===== src/rtl/xcvr_pkg.sv =====
// Types and constants shared by the B-to-A and A-to-B transceiver port blocks.
package xcvr_pkg;

  typedef enum logic [1:0] {
    IDLE  = 2'd0,
    TURN  = 2'd1,
    DRIVE = 2'd2
  } xcvr_state_e;

  localparam logic DIR_B2A = 1'b0;
  localparam logic DIR_A2B = 1'b1;

  // Turnaround counter width; never narrower than one bit even with no turnaround.
  function automatic int cnt_width(input int turn_cycles);
    int w;
    w = $clog2(turn_cycles + 1);
    return (w < 1) ? 1 : w;
  endfunction

endpackage


===== src/rtl/bus_xcvr_ba_port_if.sv =====
// B-to-A port bundle: B-side data and controls in, A-side drive and status out.
interface bus_xcvr_ba_port_if #(
  parameter int WIDTH = 8
);
  logic [WIDTH-1:0] b_n_in;
  logic             clkba;
  logic             sba;
  logic             dir;
  logic             oe_n;
  logic [WIDTH-1:0] a_out;
  logic             a_oe;
  logic [WIDTH-1:0] ba_reg;
  logic             ba_valid;
  logic             turn_busy;

  modport slave (
    input  b_n_in, clkba, sba, dir, oe_n,
    output a_out, a_oe, ba_reg, ba_valid, turn_busy
  );

  modport master (
    output b_n_in, clkba, sba, dir, oe_n,
    input  a_out, a_oe, ba_reg, ba_valid, turn_busy
  );
endinterface


===== src/rtl/xcvr_edge_capture.sv =====
// Samples a register-clock level, detects its rising edge and captures data into
// a holding register (1-cycle capture latency); shared by both transceiver directions.
module xcvr_edge_capture #(
  parameter int WIDTH = 8
) (
  input  logic             i_clk,
  input  logic             i_rst_n,
  input  logic             i_lvl,
  input  logic [WIDTH-1:0] i_dat,
  output logic [WIDTH-1:0] o_reg,
  output logic             o_valid
);

  logic             r_lvl_q;
  logic [WIDTH-1:0] r_reg;
  logic             r_valid;
  logic             w_cap;

  assign w_cap = i_lvl & ~r_lvl_q;

  // r_lvl_q resets high so a level already high at reset release is not an edge.
  always_ff @(posedge i_clk) begin
    if (!i_rst_n) begin
      r_lvl_q <= 1'b1;
      r_reg   <= '1;
      r_valid <= 1'b0;
    end else begin
      r_lvl_q <= i_lvl;
      if (w_cap) begin
        r_reg   <= i_dat;
        r_valid <= 1'b1;
      end
    end
  end

  assign o_reg   = r_reg;
  assign o_valid = r_valid;

endmodule


===== src/rtl/bus_xcvr_ba_port.sv =====
// B-to-A half of an inverting registered bus transceiver: real-time or stored data,
// 1-cycle data latency, A-side drive gated by a turnaround FSM to avoid contention.
module bus_xcvr_ba_port
  import xcvr_pkg::*;
#(
  parameter int WIDTH       = 8,
  parameter int TURN_CYCLES = 2
) (
  input  logic                sysclk,
  input  logic                sys_rst_n,
  bus_xcvr_ba_port_if.slave   bus
);

  localparam int CNT_W = cnt_width(TURN_CYCLES);
  localparam logic [CNT_W-1:0] CNT_LOAD = (TURN_CYCLES > 0) ? CNT_W'(TURN_CYCLES - 1) : '0;

  xcvr_state_e      r_state;
  xcvr_state_e      w_state_nxt;
  logic [CNT_W-1:0] r_cnt;
  logic [CNT_W-1:0] w_cnt_nxt;
  logic [WIDTH-1:0] r_data;
  logic [WIDTH-1:0] w_ba_reg;
  logic             w_ba_valid;
  logic             w_req;
  logic             w_a_oe;

  xcvr_edge_capture #(
    .WIDTH (WIDTH)
  ) u_cap (
    .i_clk   (sysclk),
    .i_rst_n (sys_rst_n),
    .i_lvl   (bus.clkba),
    .i_dat   (bus.b_n_in),
    .o_reg   (w_ba_reg),
    .o_valid (w_ba_valid)
  );

  assign w_req = ~bus.oe_n & (bus.dir == DIR_B2A);

  // Stored path reads ba_reg before any same-cycle capture lands.
  always_ff @(posedge sysclk) begin
    if (!sys_rst_n) begin
      r_data <= '0;
    end else begin
      r_data <= ~(bus.sba ? w_ba_reg : bus.b_n_in);
    end
  end

  always_ff @(posedge sysclk) begin
    if (!sys_rst_n) begin
      r_state <= IDLE;
      r_cnt   <= '0;
    end else begin
      r_state <= w_state_nxt;
      r_cnt   <= w_cnt_nxt;
    end
  end

  always_comb begin
    w_state_nxt = r_state;
    w_cnt_nxt   = r_cnt;
    case (r_state)
      IDLE: begin
        if (w_req) begin
          if (TURN_CYCLES == 0) begin
            w_state_nxt = DRIVE;
          end else begin
            w_state_nxt = TURN;
            w_cnt_nxt   = CNT_LOAD;
          end
        end
      end
      TURN: begin
        if (!w_req) begin
          w_state_nxt = IDLE;
        end else if (r_cnt == '0) begin
          w_state_nxt = DRIVE;
        end else begin
          w_cnt_nxt = r_cnt - 1'b1;
        end
      end
      DRIVE: begin
        if (!w_req) begin
          w_state_nxt = IDLE;
        end
      end
      default: begin
        w_state_nxt = IDLE;
      end
    endcase
  end

  assign w_a_oe        = (r_state == DRIVE);
  assign bus.a_oe      = w_a_oe;
  assign bus.turn_busy = (r_state == TURN);
  assign bus.a_out     = w_a_oe ? r_data : '0;
  assign bus.ba_reg    = w_ba_reg;
  assign bus.ba_valid  = w_ba_valid;

endmodule

===== src/flat_wrapper.sv =====
// flat-port wrapper written by rule: the top's interface ports become plain ports
module bus_xcvr_ba_port_flat import xcvr_pkg::*;
#(
  parameter int WIDTH       = 8,
  parameter int TURN_CYCLES = 2
)
  (sysclk, sys_rst_n, bus_b_n_in, bus_clkba, bus_sba, bus_dir, bus_oe_n, bus_a_out, bus_a_oe, bus_ba_reg, bus_ba_valid, bus_turn_busy);
  bus_xcvr_ba_port_if #(.WIDTH(WIDTH)) bus_i ();
  input  logic sysclk;
  input  logic sys_rst_n;
  input wire logic [$bits(bus_i.b_n_in)-1:0] bus_b_n_in;
  input wire logic [$bits(bus_i.clkba)-1:0] bus_clkba;
  input wire logic [$bits(bus_i.sba)-1:0] bus_sba;
  input wire logic [$bits(bus_i.dir)-1:0] bus_dir;
  input wire logic [$bits(bus_i.oe_n)-1:0] bus_oe_n;
  output wire logic [$bits(bus_i.a_out)-1:0] bus_a_out;
  output wire logic [$bits(bus_i.a_oe)-1:0] bus_a_oe;
  output wire logic [$bits(bus_i.ba_reg)-1:0] bus_ba_reg;
  output wire logic [$bits(bus_i.ba_valid)-1:0] bus_ba_valid;
  output wire logic [$bits(bus_i.turn_busy)-1:0] bus_turn_busy;
  assign bus_i.b_n_in = bus_b_n_in;
  assign bus_i.clkba = bus_clkba;
  assign bus_i.sba = bus_sba;
  assign bus_i.dir = bus_dir;
  assign bus_i.oe_n = bus_oe_n;
  assign bus_a_out = bus_i.a_out;
  assign bus_a_oe = bus_i.a_oe;
  assign bus_ba_reg = bus_i.ba_reg;
  assign bus_ba_valid = bus_i.ba_valid;
  assign bus_turn_busy = bus_i.turn_busy;
  bus_xcvr_ba_port #(.WIDTH(WIDTH), .TURN_CYCLES(TURN_CYCLES)) u_core (.sysclk(sysclk), .sys_rst_n(sys_rst_n), .bus(bus_i));
endmodule

===== config.mk =====
export PLATFORM = sky130hd
export DESIGN_NAME = bus_xcvr_ba_port_flat
export DESIGN_NICKNAME = d
export VERILOG_FILES = /design/src/rtl/xcvr_pkg.sv /design/src/rtl/bus_xcvr_ba_port_if.sv /design/src/rtl/xcvr_edge_capture.sv /design/src/rtl/bus_xcvr_ba_port.sv /design/src/flat_wrapper.sv
export SDC_FILE = /design/constraint.sdc
export NUM_CORES = 1
export LEC_CHECK = 0
export CORE_MARGIN = 5
export CORE_UTILIZATION = 25
export CTS_CLUSTER_SIZE = 14
export DETAILED_ROUTE_END_ITERATION = 16
export PLACE_DENSITY = 0.59
export SLEW_MARGIN = 20
export SYNTH_ARGS = -nofsm -noshare
export SYNTH_HDL_FRONTEND = slang
export SYNTH_SLANG_ARGS = --single-unit

===== constraint.sdc =====
create_clock -name sysclk -period 1.7 [get_ports sysclk]
set_input_delay 0.51 -clock sysclk [delete_from_list [all_inputs] [get_ports sysclk]]
set_output_delay 0.51 -clock sysclk [all_outputs]
set_load 0.02 [all_outputs]

After elaboration in Yosys (flattened, before gate mapping)
Cells that the tools add are included.
- add/subtract/negate cells: 1
- eq/ne operators: 7
- multiplexer cells: 10
- bitwise operators: 6
- reductions and logical operators: 5
- operators with widths (cell ; count):
    8-bit 2-to-1 mux ; 2
    2-bit 2-to-1 mux ; 6
    8-bit NOT ; 1
    2-bit one-hot mux with 3 select lines ; 1
    2-bit logical NOT ; 2
    2-bit by 1-bit inequality test with 1-bit output, second input constant ; 2
    2-bit inequality test, second input constant ; 2
    2-bit one-hot mux with 2 select lines ; 1
    4-bit AND reduction ; 1
    3-bit inequality test, second input constant ; 1
    1-bit NOT ; 3
    3-bit AND reduction ; 1
    1-bit AND ; 2
    2-bit by 1-bit equality test with 1-bit output, second input constant ; 1
    2-bit equality test, second input constant ; 1
    2-bit nonzero test ; 1
    2-bit by 1-bit subtractor with 2-bit output, second input constant ; 1
- bits in registers: 22
- input port bits: 14
- output and inout port bits: 19
- word-level logic and storage cells: 35

Depth between registers and ports, before layout
Gate-level depths: netlist (run 1).
- word-level depth: 4
- mapped depth: 5
- gate-level depth less buffers: 5

Hierarchy
Synthesis (run 1) repeated with hierarchy kept, for this count alone.
- cell total of the unflattened synthesis: 96
- area, all modules: 1001.0 um^2
- by module, submodules not included (module ; times used ; cells an instance ; area each (um^2) ; seq. area each (um^2)):
    bus_xcvr_ba_port ; 1 ; 56 ; 555.5 ; 240.2
    xcvr_edge_capture ; 1 ; 40 ; 445.4 ; 200.2

Least setup slack after synthesis (run 1)
OpenSTA, ideal clock, no wires.
- path kind: register to output
- start point: register u_core.r_state[0]
- end point: output port bus_a_out[0]
- arrival time: 0.906 ns
- data required time: 1.190 ns
- slack: 0.284 ns
- cell stages (with the launch flop): 4
- path buffers: 1
- path through: dfxtp_1 and2b_1 buf_4 and2_1
- longest elaborated chain between the ends: 2
- ends and longest elaborated chain (element ; line ; source):
    start, declared ; bus_xcvr_ba_port.sv:17 ; xcvr_state_e r_state;
    start signal, assigned ; bus_xcvr_ba_port.sv:54 ; r_state <= w_state_nxt;
    2-bit equality test ; bus_xcvr_ba_port.sv:93 ; assign w_a_oe = (r_state == DRIVE);
    via bus_a_oe ; flat_wrapper.sv:17 ; output wire logic [$bits(bus_i.a_oe)-1:0] bus_a_oe;
    8-bit 2-to-1 mux ; bus_xcvr_ba_port.sv:96 ; assign bus.a_out = w_a_oe ? r_data : '0;
    end, declared ; flat_wrapper.sv:16 ; output wire logic [$bits(bus_i.a_out)-1:0] bus_a_out;
The timed path passes the listed nets, and every way through them passes these cells.

Final worst setup path (run 1)
- start point: register u_core.r_state[0]
- end point: output port bus_a_out[1]
- longest elaborated chain between the ends: 2
- ends and longest elaborated chain (element ; line):
    2-bit equality test ; bus_xcvr_ba_port.sv:93
    8-bit 2-to-1 mux ; bus_xcvr_ba_port.sv:96
No other way between the ends.

==> results of run 1 <==
worst min-delay path, delay by kind of cell, from the launching register on:
family	cells	cell delay, ps
AOI/OAI and AO/OA	1	60
DFF	1	330
and+or+nand+nor	1	50
Yosys cell counts:
master and number:
nor4b_2 1, buf_4 1, inv_1 2, a2111oi_2 1, and2_1 17, nand3_1 8
o21ai_0 2, and2b_1 1, nand2b_1 2, nor2b_1 2, ha_1 1, o21a_1 1
buf_2 1, mux2_2 1, a21oi_1 2, nand2_1 17, clkbuf_1 4, dfxtp_1 22
mux2i_1 8, nand4b_1 1, nor3_1 1, nor4_1 1
power groups by stage:
stage | Clock, mW | Combinational, mW | Sequential, mW
finish | 0.273 | 0.155 | 0.557
floorplan | 0 | 0.0636 | 0.578
CTS | 0.288 | 0.156 | 0.556
global route | 0.309 | 0.171 | 0.560
global placement | 0 | 0.161 | 0.567
detailed placement | 0 | 0.164 | 0.568
final timing paths:
kind | startpoint | endpoint | slack, ps | depth (start not counted)
min | u_core.r_cnt[1] | u_core.r_cnt[1] | 480 | 2
max | u_core.r_state[0] | bus_a_out[1] | 40 | 3
max reg2reg | u_core.r_cnt[0] | u_core.r_cnt[1] | 300 | 5
min reg2reg | u_core.r_cnt[1] | u_core.r_cnt[1] | 480 | 2
metrics by stage:
step                      hold WS [ps]  power (mW)  std cells
after floorplan                    436       0.642         97
after global placement             453       0.727        177
after detailed placement           463       0.732        177
after CTS                          480       0.999        181
after global routing               498        1.04        182
final                              478       0.985        182
cell usage in the layout (no fill, tap or decap):
cell	n
nand4b_1	1
a21oi_1	2
and2_4	8
nor2b_1	2
dfxtp_2	1
buf_12	1
clkbuf_8	1
nor4b_2	1
nand3_1	8
nand2_1	17
nor3_1	1
mux2i_1	8
dfxtp_1	21
clkdlybuf4s50_1	13
a2111oi_2	1
nor4_1	1
mux2_2	1
clkbuf_4	3
and2_1	9
nand2b_1	2
buf_4	6
o21a_1	1
ha_1	1
dlygate4sd2_1	9
and2b_2	2
buf_2	1
inv_1	2
o21ai_0	2
buf_6	10
timing repair:
item | CTS | global route
endpoints found under the hold margin | 0 | 0
pin swaps | 0 | 8
cloned | 0 | 1
endpoints found under the setup margin | 19 | 9
resized for setup | 51 | 28
routing by layer:
layer,part of all wire (%),global-route usage (%)
met5,0,0
met4,1.3,2.77
met3,5.9,3.16
met2,49,14.4
met1,44,9.19
kinds of logic (layout without fill, tap and decap cells):
family | Yosys count | after routing | synth area share [%]
and+or+nand+nor | 51 | 52 | 30.9
adders and majority gates | 1 | 1 | 1.39
buffers and inverters | 8 | 46 | 3.89
AOI/OAI and AO/OA | 6 | 6 | 4.73
muxes | 9 | 9 | 10.2
DFF | 22 | 22 | 49.0
area by class of cell:
type / count / area share (%)
Sequential cell: 22 / 31.8
Tap cell: 46 / 4.14
Inverter: 2 / 0.541
Multi-Input combinational cell: 68 / 32.7
Timing Repair Buffer: 40 / 28.2
Clock buffer: 4 / 2.61
==> flow_metrics.py, run 1 <==
metrics = {
    "outcome": {
        "status": "completed",
    },
    "routing": {
        "dr.pass1.iters": 4,
        "wl_per_cell_um": 11.3,
        "avgViaCountPerCell": 4.25,
        "drt_iter0_drc": 21,
        "route.detailed.drc": 0,
        "vias": 773,
        "wirelength_mm": 2.06,
        "ant_nets": 0,
    },
    "setup_path": {
        "critPathLaunchType": "flop",
        "path_max_fanout": 4,
        "worstPathRequired_ps": 1190,
        "cp_num_buf_inv": 1,
        "crit_type": "flop to primary output",
        "cpPeakStageDelay_ps": 350,
        "cp_cell_sequence": "and2b_2 > and2_4 > buf_6",
        "cp-end-kind": "primary output",
        "cp_slowest_cell": "dfxtp_2",
        "worstPathArrival_ps": 1150,
        "critical_path.top_delay_family": "simple AND/OR/NAND/NOR gates",
    },
    "timing": {
        "tns_ps": 0,
        "tightest_slew_ps": 369,
        "slew_headroom_pct": 75.4,
        "post-route-min-period_ps": 1660,
        "setup_viol": 0,
        "clock.fmax_ghz": 0.601,
        "finClkSkew_ps": 0.478,
        "slew_viol_final": 0,
        "postLayoutSetupSlackWorst_ps": 36.1,
        "rsz0062_at_grt": "true",
        "hold_viol": 0,
        "period_share_pct": 97.9,
    },
    "clocking": {
        "clockBufferDepth": 2,
        "cts-root-buf": "clkbuf_4",
        "cts_tree": "built",
        "cts_buffers": 3,
        "clk_pin_slew_ps": 110,
        "numClockSinks": 22,
        "worstSkewPairLatency_ps": 290,
        "post_cts_buffers": 0,
        "h-tree-depth": 1,
        "postCtsHoldBufs": 0,
    },
    "layout": {
        "antenna_cells": 0,
        "syn_to_final_growth_pct": 54.4,
        "layout-drive-gt1-share_pct": 26.5,
        "regArea_um2": 442,
        "post-route-cell-area_um2": 1390,
        "fill_cells": 355,
        "finalCoreUtilization_pct": 40.7,
        "nets": 152,
        "multi_input_area_um2": 454,
    },
    "synthesis": {
        "yosys-top-cells-area": "dfxtp_1, and2_1, mux2i_1, nand2_1, nand3_1",
        "synth-seq-area-share_pct": 49.0,
        "ys_ff_latch": 22,
        "synthCells": 97,
        "synth_nets": 112,
        "synth_top_cell_by_area": "dfxtp_1",
        "synth.avg_cell_area_um2": 9.27,
        "netlist.area_leader.share_pct": 49.0,
        "synth_cell_types": 22,
        "syn-cell-area_um2": 900,
        "ys.warnings.count": 0,
    },
    "power_and_ir_drop": {
        "intPower_mw": 0.756,
        "power_per_cell_area_nw_per_um2": 709,
        "clkPwrFrac_pct": 27.7,
        "power.leakage_nw": 0.610,
        "seqPwrFrac_pct": 56.5,
        "pwr-share-comb_pct": 15.7,
        "max-vdd-ir-drop_mv": 0.396,
        "power_switching_mw": 0.229,
        "swShare_pct": 23.2,
    },
    "grt": {
        "grt_start_max_net_pins": 17,
        "overflow": 0,
        "track_usage_pct": 8.27,
        "grt_antenna_before_repair": 0,
        "grt_pass1_vias": 763,
        "grt_pass1_wl_mm": 3.35,
    },
    "die": {
        "dieArea_um2": 4900,
        "die_h_um": 70.0,
        "num_rows": 21,
        "core_area_um2": 3420,
        "start_util_pct": 26.3,
        "io_pins": 33,
        "die_w_um": 70.0,
    },
    "placement": {
        "dpl_cell_area_um2": 1320,
        "gp_congestion": 0.791,
        "pre_cts_slack_ps": -130,
        "numPortBuffers": 32,
        "hpwl_mm": 1.64,
    },
    "flow_run": {
        "cap_violations": 0,
    },
    "worst_hold_path": {
        "hold_path_class": "flop to flop",
    },
}
No activity file was read; power rests on OpenSTA's default activity.
==> run 2: changes to the inputs <==
- CORE_ASPECT_RATIO: default -> 0.7
- clock period: 1.7 -> 2.06 ns (I/O delays scaled with it)
==> flow_metrics.py, run 2 (synthesized netlist as in run 1, its figures left out) <==
metrics = {
    "placement": {
        "pre_cts_slack_ps": 50.9,
        "gp_congestion": 0.667,
        "hpwl_mm": 1.60,
        "numPortBuffers": 32,
    },
    "timing": {
        "slew_headroom_pct": 74.8,
        "post-route-min-period_ps": 1950,
        "setup_viol": 0,
        "clock.fmax_ghz": 0.513,
        "tightest_slew_ps": 377,
        "finClkSkew_ps": 6.79,
        "tns_ps": 0,
        "period_share_pct": 94.6,
        "hold_viol": 0,
        "rsz0062_at_grt": "false",
        "postLayoutSetupSlackWorst_ps": 112,
        "slew_viol_final": 0,
    },
    "routing": {
        "wl_per_cell_um": 11.1,
        "drt_iter0_drc": 17,
        "wirelength_mm": 2.05,
        "ant_nets": 0,
        "vias": 750,
        "avgViaCountPerCell": 4.08,
        "dr.pass1.iters": 4,
        "route.detailed.drc": 0,
    },
    "layout": {
        "antenna_cells": 0,
        "layout-drive-gt1-share_pct": 11.2,
        "fill_cells": 361,
        "multi_input_area_um2": 425,
        "final_cell_mix": "clkdlybuf4s50_1, dfxtp_1, and2_1, nand2_1, dlygate4sd2_1",
        "syn_to_final_growth_pct": 50.2,
        "regArea_um2": 440,
        "nets": 150,
    },
    "grt": {
        "grt_antenna_before_repair": 0,
        "overflow": 0,
        "grt_start_max_net_pins": 14,
        "track_usage_pct": 8.99,
        "grt_pass1_wl_mm": 3.28,
        "grt_pass1_vias": 749,
    },
    "power_and_ir_drop": {
        "swShare_pct": 22.2,
        "power_switching_mw": 0.197,
        "intPower_mw": 0.689,
        "power.leakage_nw": 0.619,
        "max-vdd-ir-drop_mv": 0.298,
        "power_per_cell_area_nw_per_um2": 655,
        "pwr-share-comb_pct": 14.6,
        "seqPwrFrac_pct": 51.7,
        "clkPwrFrac_pct": 33.7,
    },
    "clocking": {
        "cts_buffers": 3,
        "cts-root-buf": "clkbuf_8",
        "h-tree-depth": 1,
        "worstSkewPairLatency_ps": 260,
        "clk_pin_slew_ps": 70,
        "postCtsHoldBufs": 0,
        "numClockSinks": 22,
        "cts_tree": "built",
        "clockBufferDepth": 2,
    },
    "worst_hold_path": {
        "hold_start": "u_core.r_cnt[1]",
        "hold_path_class": "flop to flop",
    },
    "die": {
        "die_w_um": 81.7,
        "core_area_um2": 3490,
        "io_pins": 33,
        "dieArea_um2": 4920,
        "die_h_um": 60.2,
        "num_rows": 18,
        "start_util_pct": 25.8,
    },
    "setup_path": {
        "critPathLaunchType": "flop",
        "path_max_fanout": 10,
        "worstReg2RegStart": "u_core.r_cnt[0]",
        "crit_type": "flop to primary output",
        "critical_path.top_delay_family": "simple AND/OR/NAND/NOR gates",
        "cp_num_buf_inv": 1,
        "worstPathArrival_ps": 1330,
        "cpPeakStageDelay_ps": 320,
        "worstPathRequired_ps": 1440,
        "crit_path_start": "u_core.r_state[0]",
        "cp-end-kind": "primary output",
        "cp_cell_sequence": "and2b_2 > and2_1 > dlygate4sd2_1",
        "cp_slowest_cell": "dfxtp_1",
    },
    "outcome": {
        "status": "completed",
    },
    "flow_run": {
        "cap_violations": 0,
    },
}
run 2: cell count changes in the layout (fill, tap and decap cells not counted):
| cell | before | now |
|---|---|---|
| and2_1 | 9 | 17 |
| and2_4 | 8 | 0 |
| and2b_2 | 2 | 1 |
| buf_12 | 1 | 0 |
| buf_2 | 1 | 0 |
| buf_4 | 6 | 7 |
| buf_6 | 10 | 0 |
| clkbuf_4 | 3 | 0 |
| clkbuf_8 | 1 | 4 |
| clkdlybuf4s50_1 | 13 | 22 |
| dfxtp_1 | 21 | 22 |
| dfxtp_2 | 1 | 0 |
| dlygate4sd2_1 | 9 | 10 |
run 2: worst min-delay path, stage by stage (launching register included):
cell and delay (ps):
dfxtp_1 310, nand2_1 50, o21ai_0 60
run 2: final timing paths:
kind	end	slack (ps)	cells past startpoint
max	bus_a_out[1]	110	3
min	u_core.r_cnt[1]	470	2
max reg2reg	u_core.r_cnt[1]	660	5
min reg2reg	u_core.r_cnt[1]	470	2
run 2: layout make-up:
class                      instances  area share [%]
tap                               50            4.63
clock buffer                       4            4.07
inverter                           2           0.556
sequential                        22            32.6
multi-input combinational         67            31.5
timing repair buffer              39            26.7
run 2: repair_timing:
action | in CTS | in global routing
setup endpoints to repair | 10 | 0
gates resized for setup | 11 | 0
endpoints found under the hold margin | 0 | 0
buffers inserted | 0 | 0
run 2: routing by layer:
metal | share of wire, % | GRT usage [%]
met5 | 0 | 0
met4 | 1.3 | 4.27
met3 | 5.6 | 3.01
met2 | 45 | 14.4
met1 | 48 | 10.9
run 2: power groups by stage:
| stage | Combinational (mW) | Sequential [mW] | Clock [mW] |
|---|---|---|---|
| after floorplan | 0.0525 | 0.477 | 0 |
| final | 0.129 | 0.458 | 0.298 |
| after global routing | 0.141 | 0.461 | 0.334 |
| after detailed placement | 0.131 | 0.468 | 0 |
| after CTS | 0.131 | 0.458 | 0.313 |
| after global placement | 0.129 | 0.468 | 0 |
run 2: stage by stage:
step | cell area [µm²] | hold WS [ps] | instances | util (%) | power, mW
after global placement | 1310 | 444 | 180 | 37.5 | 0.597
after detailed placement | 1310 | 454 | 180 | 37.5 | 0.599
final | 1350 | 469 | 184 | 38.7 | 0.885
after global routing | 1350 | 484 | 184 | 38.7 | 0.936
after floorplan | 900 | 436 | 97 | - | 0.530
after CTS | 1350 | 471 | 184 | 38.7 | 0.902
